===== src/rtl/nbit_down_timer.sv =====
// rtl/nbit_down_timer.sv - N-bit loadable down-timer with one-shot/auto-reload and terminal-count pulse
// Counts from the loaded value down to 1; the step out of 1 pulses tc and either reloads or ends at 0.
module nbit_down_timer #(
  parameter int N = 4
) (
  input  logic         clk,
  input  logic         rst_n,
  input  logic         en,
  input  logic         start,
  input  logic         stop,
  input  logic         reload,
  input  logic [N-1:0] load_val,
  output logic [N-1:0] count,
  output logic         tc,
  output logic         busy
);

  typedef enum logic {
    IDLE = 1'b0,
    RUN  = 1'b1
  } state_t;

  localparam logic [N-1:0] ONE  = N'(1);
  localparam logic [N-1:0] ZERO = '0;

  state_t       state, state_n;
  logic [N-1:0] count_n;
  logic [N-1:0] reload_val, reload_val_n;
  logic         tc_n;
  logic         load_nz;

  assign load_nz = (load_val != ZERO);

  always_ff @(posedge clk or negedge rst_n) begin
    if (!rst_n) begin
      state      <= IDLE;
      count      <= ZERO;
      reload_val <= ZERO;
      tc         <= 1'b0;
      busy       <= 1'b0;
    end else begin
      state      <= state_n;
      count      <= count_n;
      reload_val <= reload_val_n;
      tc         <= tc_n;
      busy       <= (state_n == RUN);
    end
  end

  // Priority within RUN: stop, then start (restart or abort-to-zero), then decrement.
  always_comb begin
    state_n      = state;
    count_n      = count;
    reload_val_n = reload_val;
    tc_n         = 1'b0;
    unique case (state)
      IDLE: begin
        if (start && load_nz) begin
          count_n      = load_val;
          reload_val_n = load_val;
          state_n      = RUN;
        end
      end
      RUN: begin
        if (stop) begin
          state_n = IDLE;
        end else if (start) begin
          if (load_nz) begin
            count_n      = load_val;
            reload_val_n = load_val;
          end else begin
            count_n = ZERO;
            state_n = IDLE;
          end
        end else if (en) begin
          if (count > ONE) begin
            count_n = count - ONE;
          end else begin
            // Terminal step: count is 1 here, never 0, since RUN is only entered with a nonzero load.
            tc_n = 1'b1;
            if (reload) begin
              count_n = reload_val;
            end else begin
              count_n = ZERO;
              state_n = IDLE;
            end
          end
        end
      end
      default: state_n = IDLE;
    endcase
  end

endmodule


===== config.mk =====
export PLATFORM = sky130hd
export DESIGN_NAME = nbit_down_timer
export DESIGN_NICKNAME = d
export VERILOG_FILES = /design/src/rtl/nbit_down_timer.sv
export SDC_FILE = /design/constraint.sdc
export NUM_CORES = 1
export LEC_CHECK = 0
export BUFFER_PORTS_ARGS = -buffer_cell sky130_fd_sc_hd__buf_2
export CAP_MARGIN = 10
export CORE_AREA = 2 2 39 41
export CTS_BUF_LIST = sky130_fd_sc_hd__clkbuf_4 sky130_fd_sc_hd__clkbuf_8
export CTS_CLUSTER_DIAMETER = 50
export DETAILED_ROUTE_END_ITERATION = 8
export DIE_AREA = 0 0 41 43
export GPL_ROUTABILITY_DRIVEN = 0
export HOLD_SLACK_MARGIN = 0.02
export PLACE_DENSITY = 0.75
export SYNTH_ARGS = -nofsm -noshare
export SYNTH_HDL_FRONTEND = slang
export SYNTH_SLANG_ARGS = --single-unit

===== constraint.sdc =====
create_clock -name clk -period 2.75 [get_ports clk]
set_input_delay 0.825 -clock clk [delete_from_list [all_inputs] [get_ports clk]]
set_output_delay 0.825 -clock clk [all_outputs]
set_load 0.01 [all_outputs]

==> parameters.txt, run 1 <==
Parameter                              Value

Drt
  Number of violations reported at the end of detailed-routing iteration 0 ... 26
  Routed Antenna Nets ... 0
  Number of vias after detailed routing ... about 560
  Post-route DRC violation count ... 0
  DR pass1 iterations ... 4
  Final wirelength ... 1380 µm
  Post-detailed-route via-to-cell ratio ... roughly 5.8
  Routed len/inst ... 14.3 µm

Place
  Pre-CTS setup slack ... 0.731 ns
  Sum of net half-perimeters after detailed placement ... between 1000 and 1500 µm
  Count of buffers from port buffering ... 15
  DP Cell Count ... 94
  Placement-stage cell area ... a little over 700 µm²

Critical path
  CP Buf/Inv Count ... 1
  Maximum fanout along the worst path ... 7
  Data required time of the worst path ... between 1.5 and 2 ns
  Arrival time of the worst setup path ... about 0.92 ns
  Kind of critical path ... flip-flop to primary output
  CP startpoint ... count[2]
  Category of the worst setup path launch point ... flip-flop
  Highest-delay cell along the critical path ... sky130_fd_sc_hd__dfrtp_1
  Beginning of the worst register-to-register path ... count[0]
  CP Cell Sequence ... buf_2
  Cell count along the critical path ... 1
  Critical path endpoint category ... primary output
  Kind of cell with the highest combined delay on the critical path ... flip-flops
  Maximum cell stage delay along the critical path ... about 0.48 ns
  Depth of the worst register-to-register path ... 6

STA
  Final worst setup slack ... between 1 and 1.5 ns
  Worst slew pin tran ... ~0.33 ns
  Final number of hold-violating endpoints ... 0
  Max-slew headroom ... between 70 and 80%
  RSZ-0062 raised after global routing ... no
  Final hold slack ... slightly above 0.4 ns
  Worst clock skew ... between 0.0008 and 0.0009 ns
  Setup total negative slack ... 0 ns
  Number of pins with negative max-slew slack in the final report ... 0
  Share of the clock period used by the worst path ... 63.6%
  Minimum period implied by the final worst setup slack ... 1.75 ns
  Final-report setup violation count ... 0
  Fmax ... ~570 MHz

Cells and area
  Most frequent standard cell in the layout excluding fill and tap cells ... sky130_fd_sc_hd__buf_2
  Count of inserted antenna diode cells ... 0
  Post-layout instance area ... approximately 730 µm²
  Most frequent cells in the layout ... 15 x sky130_fd_sc_hd__buf_2, 10 x sky130_fd_sc_hd__dfrtp_1, 8 x sky130_fd_sc_hd__nor2_1
  Cell Count, Final, Fillers Out ... 97
  Layout Nets ... 95
  Total area of sequential cells ... roughly 250 µm²
  Synth-to-Final Area Change ... 19.6%
  Area of the multi-input gates ... about 330 µm²
  Fill cells ... approximately 130
  Fraction of layout instances using a drive strength above 1 ... between 30 and 40%

CTS
  Hold-fix buffers, CTS ... 0
  Number of buffers created by CTS ... 3
  Buffers inserted during post-CTS setup optimization ... 0
  Clock tree from TritonCTS ... done
  Buffer depth of the longest clock path ... 2
  Cells resized by post-CTS repair ... 0
  Clock insertion delay at the later pin of the skew report ... ~0.27 ns
  Clock tree root driver cell ... sky130_fd_sc_hd__clkbuf_4
  H-Tree Depth ... 1
  Clock transition time at the flip-flop clock pins of the worst setup and hold paths ... about 0.060 ns
  Sink Count ... 10

GRT
  Antenna violations before repair ... 0
  Combined global-route utilization of all metal layers ... a little under a fifth
  Total global routing overflow ... 0
  Largest net degree at the start of global routing ... 11
  Global-route wire length before repair ... 2260 µm
  Via count of the first global-routing pass ... around 500

Logic synthesis
  Synth warnings ... 0
  Share of async-settable or async-resettable flops after synthesis ... 100%
  Synthesized netlist cell count ... 63
  Synthesized area ... just over 600 µm²
  Synthesized netlist net count ... 75
  Unique cell type count in the Yosys netlist ... 28
  Sequential-to-total area share from yosys stat ... slightly above 40%
  Mean Syn Cell Area ... roughly 9.7 µm²
  Most used flip-flop cell after synthesis ... sky130_fd_sc_hd__dfrtp_1
  Flop and latch count out of synthesis ... 10
  Count of flip-flops with a built-in enable after synthesis ... 0

Floorplan
  Die boundary width ... approximately 41 µm
  Die area ... roughly 1800 µm²
  Vertical die dimension ... between 40 and 50 µm
  Placeable core region ... between 1000 and 1500 µm²
  Starting Density ... between 40% and 50%
  Number of placement rows ... 14
  # IOs ... 16

Min path
  Path class of the lowest-slack min-delay path ... input port to async pin

Power
  LEAKAGE ... 0.000334 µW
  Peak ir drop on the vdd network ... just under 0.3 mV
  Power Density ... roughly 800 nW/µm²

Run
  MaxCap Viol Count ... 0

Status
  Run status ... finished clean
[cells by family (layout without fill, tap and decap cells)]
family | after synthesis | after routing | synth area share (%)
and+or+nand+nor | 21 | 21 | 19.0
DFF | 10 | 10 | 40.9
muxes | 3 | 3 | 5.52
buffers and inverters | 8 | 26 | 5.11
AOI/OAI and AO/OA | 18 | 18 | 23.9
adders and majority gates | 2 | 2 | 4.09
xor gates and xnor gates | 1 | 1 | 1.43
[where the power goes]
group	switching, µW	total (µW)	internal (µW)	leakage [µW]
sequential	52.4	238	186	0.000121
combinational	134	247	113	0.000199
clock	50.1	101	50.6	0.0000138
total	236	585	349	0.000334
[state kept, by name, indices dropped and copies added, names as in the netlist]
register,cells
count,4
reload_val,4
state,1
tc,1
[per-stage QoR]
step | utilization, % | total power, µW
final | 52.9 | 585
after global routing | 52.9 | 634
after CTS | 52.9 | 589
after detailed placement | 51.3 | 488
after global placement | 51.3 | 483
after floorplan | - | 403
[layer usage]
metal / vias to the layer above / routed length (µm) / share of wire (%) / global-route usage, %
met2: 26 / 716 / 52 / 29.7
met5: - / 0 / 0 / 0
met4: 0 / 29 / 2.1 / 10.0
li1: 271 / - / - / -
met1: 261 / 571 / 41 / 23.9
met3: 4 / 65 / 4.7 / 3.14
[worst paths after layout]
path,endpoint,slack (ns)
setup reg to reg,count[0],1.10
min in group clk,reload_val[1],0.52
max in group asynchronous,count[1],2.15
hold / removal,state,0.41
hold reg to reg,reload_val[1],0.52
setup / recovery,count[2],1.00
[area by class of cell]
type                            count  area share, %
Timing Repair Buffer               16           11.3
Multi-Input combinational cell     45           45.1
Clock buffer                        3           3.08
Sequential cell                    10           34.2
Inverter                            7           3.59
Tap cell                           16           2.74
[cells in the mapped netlist, types with 2 or more instances]
| cell type | number | area, µm² |
|---|---|---|
| sky130_fd_sc_hd__inv_1 | 7 | 26.3 |
| sky130_fd_sc_hd__nand2_1 | 4 | 15.0 |
| sky130_fd_sc_hd__dfrtp_1 | 10 | 250 |
| sky130_fd_sc_hd__mux2_2 | 3 | 33.8 |
| sky130_fd_sc_hd__ha_1 | 2 | 25.0 |
| sky130_fd_sc_hd__nor2_1 | 8 | 30.0 |
| sky130_fd_sc_hd__o211ai_1 | 2 | 15.0 |
| sky130_fd_sc_hd__a22o_1 | 2 | 17.5 |
| sky130_fd_sc_hd__o21ai_0 | 4 | 20.0 |
| sky130_fd_sc_hd__nor4_1 | 2 | 12.5 |
| sky130_fd_sc_hd__nand4b_1 | 2 | 17.5 |
Power figures use the tool's default switching activity.
==> run 2, diff against run 1 <==
==> constraint.sdc (replaced) <==
create_clock -name clk -period 1.65 [get_ports clk]
set_input_delay 0.495 -clock clk [delete_from_list [all_inputs] [get_ports clk]]
set_output_delay 0.495 -clock clk [all_outputs]
set_load 0.01 [all_outputs]
==> parameters.txt, run 2 (synthesis gave the netlist of run 1 again) <==
Parameter                              Value

Cells and area
  Most frequent cells in the layout ... 15 x sky130_fd_sc_hd__buf_2, 10 x sky130_fd_sc_hd__dfrtp_1, 7 x sky130_fd_sc_hd__inv_1, 7 x sky130_fd_sc_hd__nor2_1, 5 x sky130_fd_sc_hd__buf_4 (was 15 x sky130_fd_sc_hd__buf_2, 10 x sky130_fd_sc_hd__dfrtp_1, 8 x sky130_fd_sc_hd__nor2_1)
  Layout Nets ... 99 (was 95)
  Synth-to-Final Area Change ... 28.4% (was 19.6%)
  Registers with the highest flip-flop counts ... count x4, reload_val x4 (unchanged)
  Most frequent standard cell in the layout excluding fill and tap cells ... sky130_fd_sc_hd__buf_2 (unchanged)
  Cell Count, Final, Fillers Out ... 102 (was 97)
  Post-layout instance area ... 786 µm² (was 732 µm²)
  Total area of sequential cells ... 250 µm² (unchanged)
  Fill cells ... 126 (was 129)
  Count of inserted antenna diode cells ... 0 (unchanged)
  Fraction of layout instances using a drive strength above 1 ... 38.4% (was 32.1%)
  Area of the multi-input gates ... 340 µm² (was 330 µm²)

CTS
  Clock transition time at the flip-flop clock pins of the worst setup and hold paths ... 0.07 ns (was 0.06 ns)
  Buffer depth of the longest clock path ... 2 (unchanged)
  Clock insertion delay at the later pin of the skew report ... 0.27 ns (about the same)
  H-Tree Depth ... 1 (unchanged)
  Number of buffers created by CTS ... 3 (unchanged)
  Cells resized by post-CTS repair ... 0 (unchanged)
  Buffers inserted during post-CTS setup optimization ... 0 (unchanged)
  Clock tree root driver cell ... sky130_fd_sc_hd__clkbuf_4 (unchanged)
  Hold-fix buffers, CTS ... 0 (unchanged)
  Sink Count ... 10 (unchanged)
  Clock tree from TritonCTS ... done (unchanged)

Critical path
  CP Cell Sequence ... inv_1, ha_2, o21ai_0, o41ai_1, a21oi_1 (was buf_2)
  Category of the worst setup path launch point ... flip-flop (unchanged)
  Highest-delay cell along the critical path ... sky130_fd_sc_hd__dfrtp_1 (unchanged)
  Arrival time of the worst setup path ... 1.67 ns (was 0.92 ns)
  Kind of critical path ... flip-flop to flip-flop (was flip-flop to primary output)
  Maximum fanout along the worst path ... 5 (was 7)
  Beginning of the worst register-to-register path ... count[0] (unchanged)
  CP startpoint ... count[0] (was count[2])
  Critical path endpoint category ... flip-flop (was primary output)
  Maximum cell stage delay along the critical path ... 0.43 ns (was 0.48 ns)
  Data required time of the worst path ... 1.80 ns (was 1.93 ns)

Floorplan
  Placeable core region ... 1380 µm² (unchanged)
  Die area ... 1760 µm² (unchanged)
  Vertical die dimension ... 43 µm (unchanged)
  Die boundary width ... 41 µm (unchanged)
  Starting Density ... 44.2% (unchanged)
  Number of placement rows ... 14 (unchanged)
  # IOs ... 16 (unchanged)

Place
  Placement-stage cell area ... 739 µm² (was 709 µm²)
  DP Cell Count ... 98 (was 94)
  Pre-CTS setup slack ... 0.0150 ns (was 0.731 ns)
  Count of buffers from port buffering ... 15 (unchanged)
  Sum of net half-perimeters after detailed placement ... 1100 µm (was 1060 µm)

STA
  Share of the clock period used by the worst path ... ~92%
  Worst slew pin tran ... 0.361 ns (was 0.328 ns)
  Number of pins with negative max-slew slack in the final report ... 0 (unchanged)
  Final number of hold-violating endpoints ... 0 (unchanged)
  Worst clock skew ... 0.000371 ns (was 0.000886 ns)
  Final worst setup slack ... 0.127 ns (was 1.00 ns)
  Setup total negative slack ... 0 ns (unchanged)
  Minimum period implied by the final worst setup slack ... roughly 1.5 ns
  Max-slew headroom ... 75.7% (was 77.9%)
  RSZ-0062 raised after global routing ... no (unchanged)
  Final-report setup violation count ... 0 (unchanged)
  Fmax ... 657 MHz

Drt
  Number of vias after detailed routing ... 592 (was 562)
  Routed Antenna Nets ... 0 (unchanged)
  Routed len/inst ... 14.0 µm (was 14.3 µm)
  Post-route DRC violation count ... 0 (unchanged)
  Post-detailed-route via-to-cell ratio ... 5.80 (was 5.79)
  Final wirelength ... 1430 µm (was 1380 µm)
  DR pass1 iterations ... 4 (unchanged)
  Number of violations reported at the end of detailed-routing iteration 0 ... 11 (was 26)

GRT
  Antenna violations before repair ... 0 (unchanged)
  Global-route wire length before repair ... 2170 µm (was 2260 µm)
  Via count of the first global-routing pass ... 520 (was 496)
  Total global routing overflow ... 0 (unchanged)
  Combined global-route utilization of all metal layers ... 18.4% (was 19.1%)
  Largest net degree at the start of global routing ... 11 (unchanged)

Power
  Fraction of power consumed by the clock network ... 21.1% (was 17.2%)
  Reg power frac ... 37.0% (was 40.7%)
  Peak ir drop on the vdd network ... 0.491 mV (was 0.297 mV)
  Internal power ... 661 µW (was 349 µW)
  Switching power ... 424 µW (was 236 µW)
  Combinational cell fraction of total power ... 42.0% (was 42.1%)
  Power Density ... 1380 nW/µm² (was 800 nW/µm²)
  LEAKAGE ... 0.000360 µW (was 0.000334 µW)
  Net Sw Frac ... 39.1% (was 40.3%)

Run
  MaxCap Viol Count ... 0 (unchanged)

Min path
  Path class of the lowest-slack min-delay path ... input port to async pin (unchanged)

Status
  Run status ... finished clean (unchanged)
[run 2: worst max-delay path, delay by kind of cell, from the launching register on]
| family | cells | cell delay [ns] |
|---|---|---|
| AO/OA/AOI/OAI | 3 | 0.62 |
| buffers and inverters | 1 | 0.12 |
| flip-flops | 1 | 0.43 |
| adder cells (fa/ha/maj) | 1 | 0.23 |
[run 2: final cells by class]
cell class | count | area share (%)
clock buffer | 4 | 4.62
inverter | 7 | 3.34
sequential | 10 | 31.8
timing repair buffer | 20 | 14.3
tap | 16 | 2.55
multi-input combinational | 45 | 43.3
[run 2: per-layer routing]
metal	track usage (%)	part of all wire (%)
met3	1.57	3.6
met4	12.0	2.4
met2	30.3	54
met1	21.0	40
met5	0	0
[run 2: path summary, 6_finish.rpt]
kind / cells past startpoint / endpoint / slack (ns)
max: 5 / state / 0.13
min: 1 / reload_val[0] / 0.07
max reg2reg: 5 / state / 0.13
min reg2reg: 1 / reload_val[2] / 0.52
max in group asynchronous: 1 / state / 1.39
min in group clk: 3 / tc / 0.47
[run 2: power by group through the flow]
stage | combinational (µW) | sequential (µW) | clock (µW)
6_report | 455 | 401 | 228
5_1_grt | 504 | 413 | 249
4_1_cts | 428 | 401 | 234
3_5_place_dp | 424 | 405 | 0
3_3_place_gp | 415 | 400 | 0
2_1_floorplan | 262 | 409 | 0
[run 2: stage by stage]
stage | hold slack, ns | power (µW) | util (%)
floorplan | 0.199 | 671 | -
global placement | 0.369 | 815 | 53.4
detailed placement | 0.369 | 829 | 53.4
CTS | 0.0739 | 1060 | 56.1
global route | 0.0797 | 1170 | 56.8
finish | 0.0719 | 1080 | 56.8
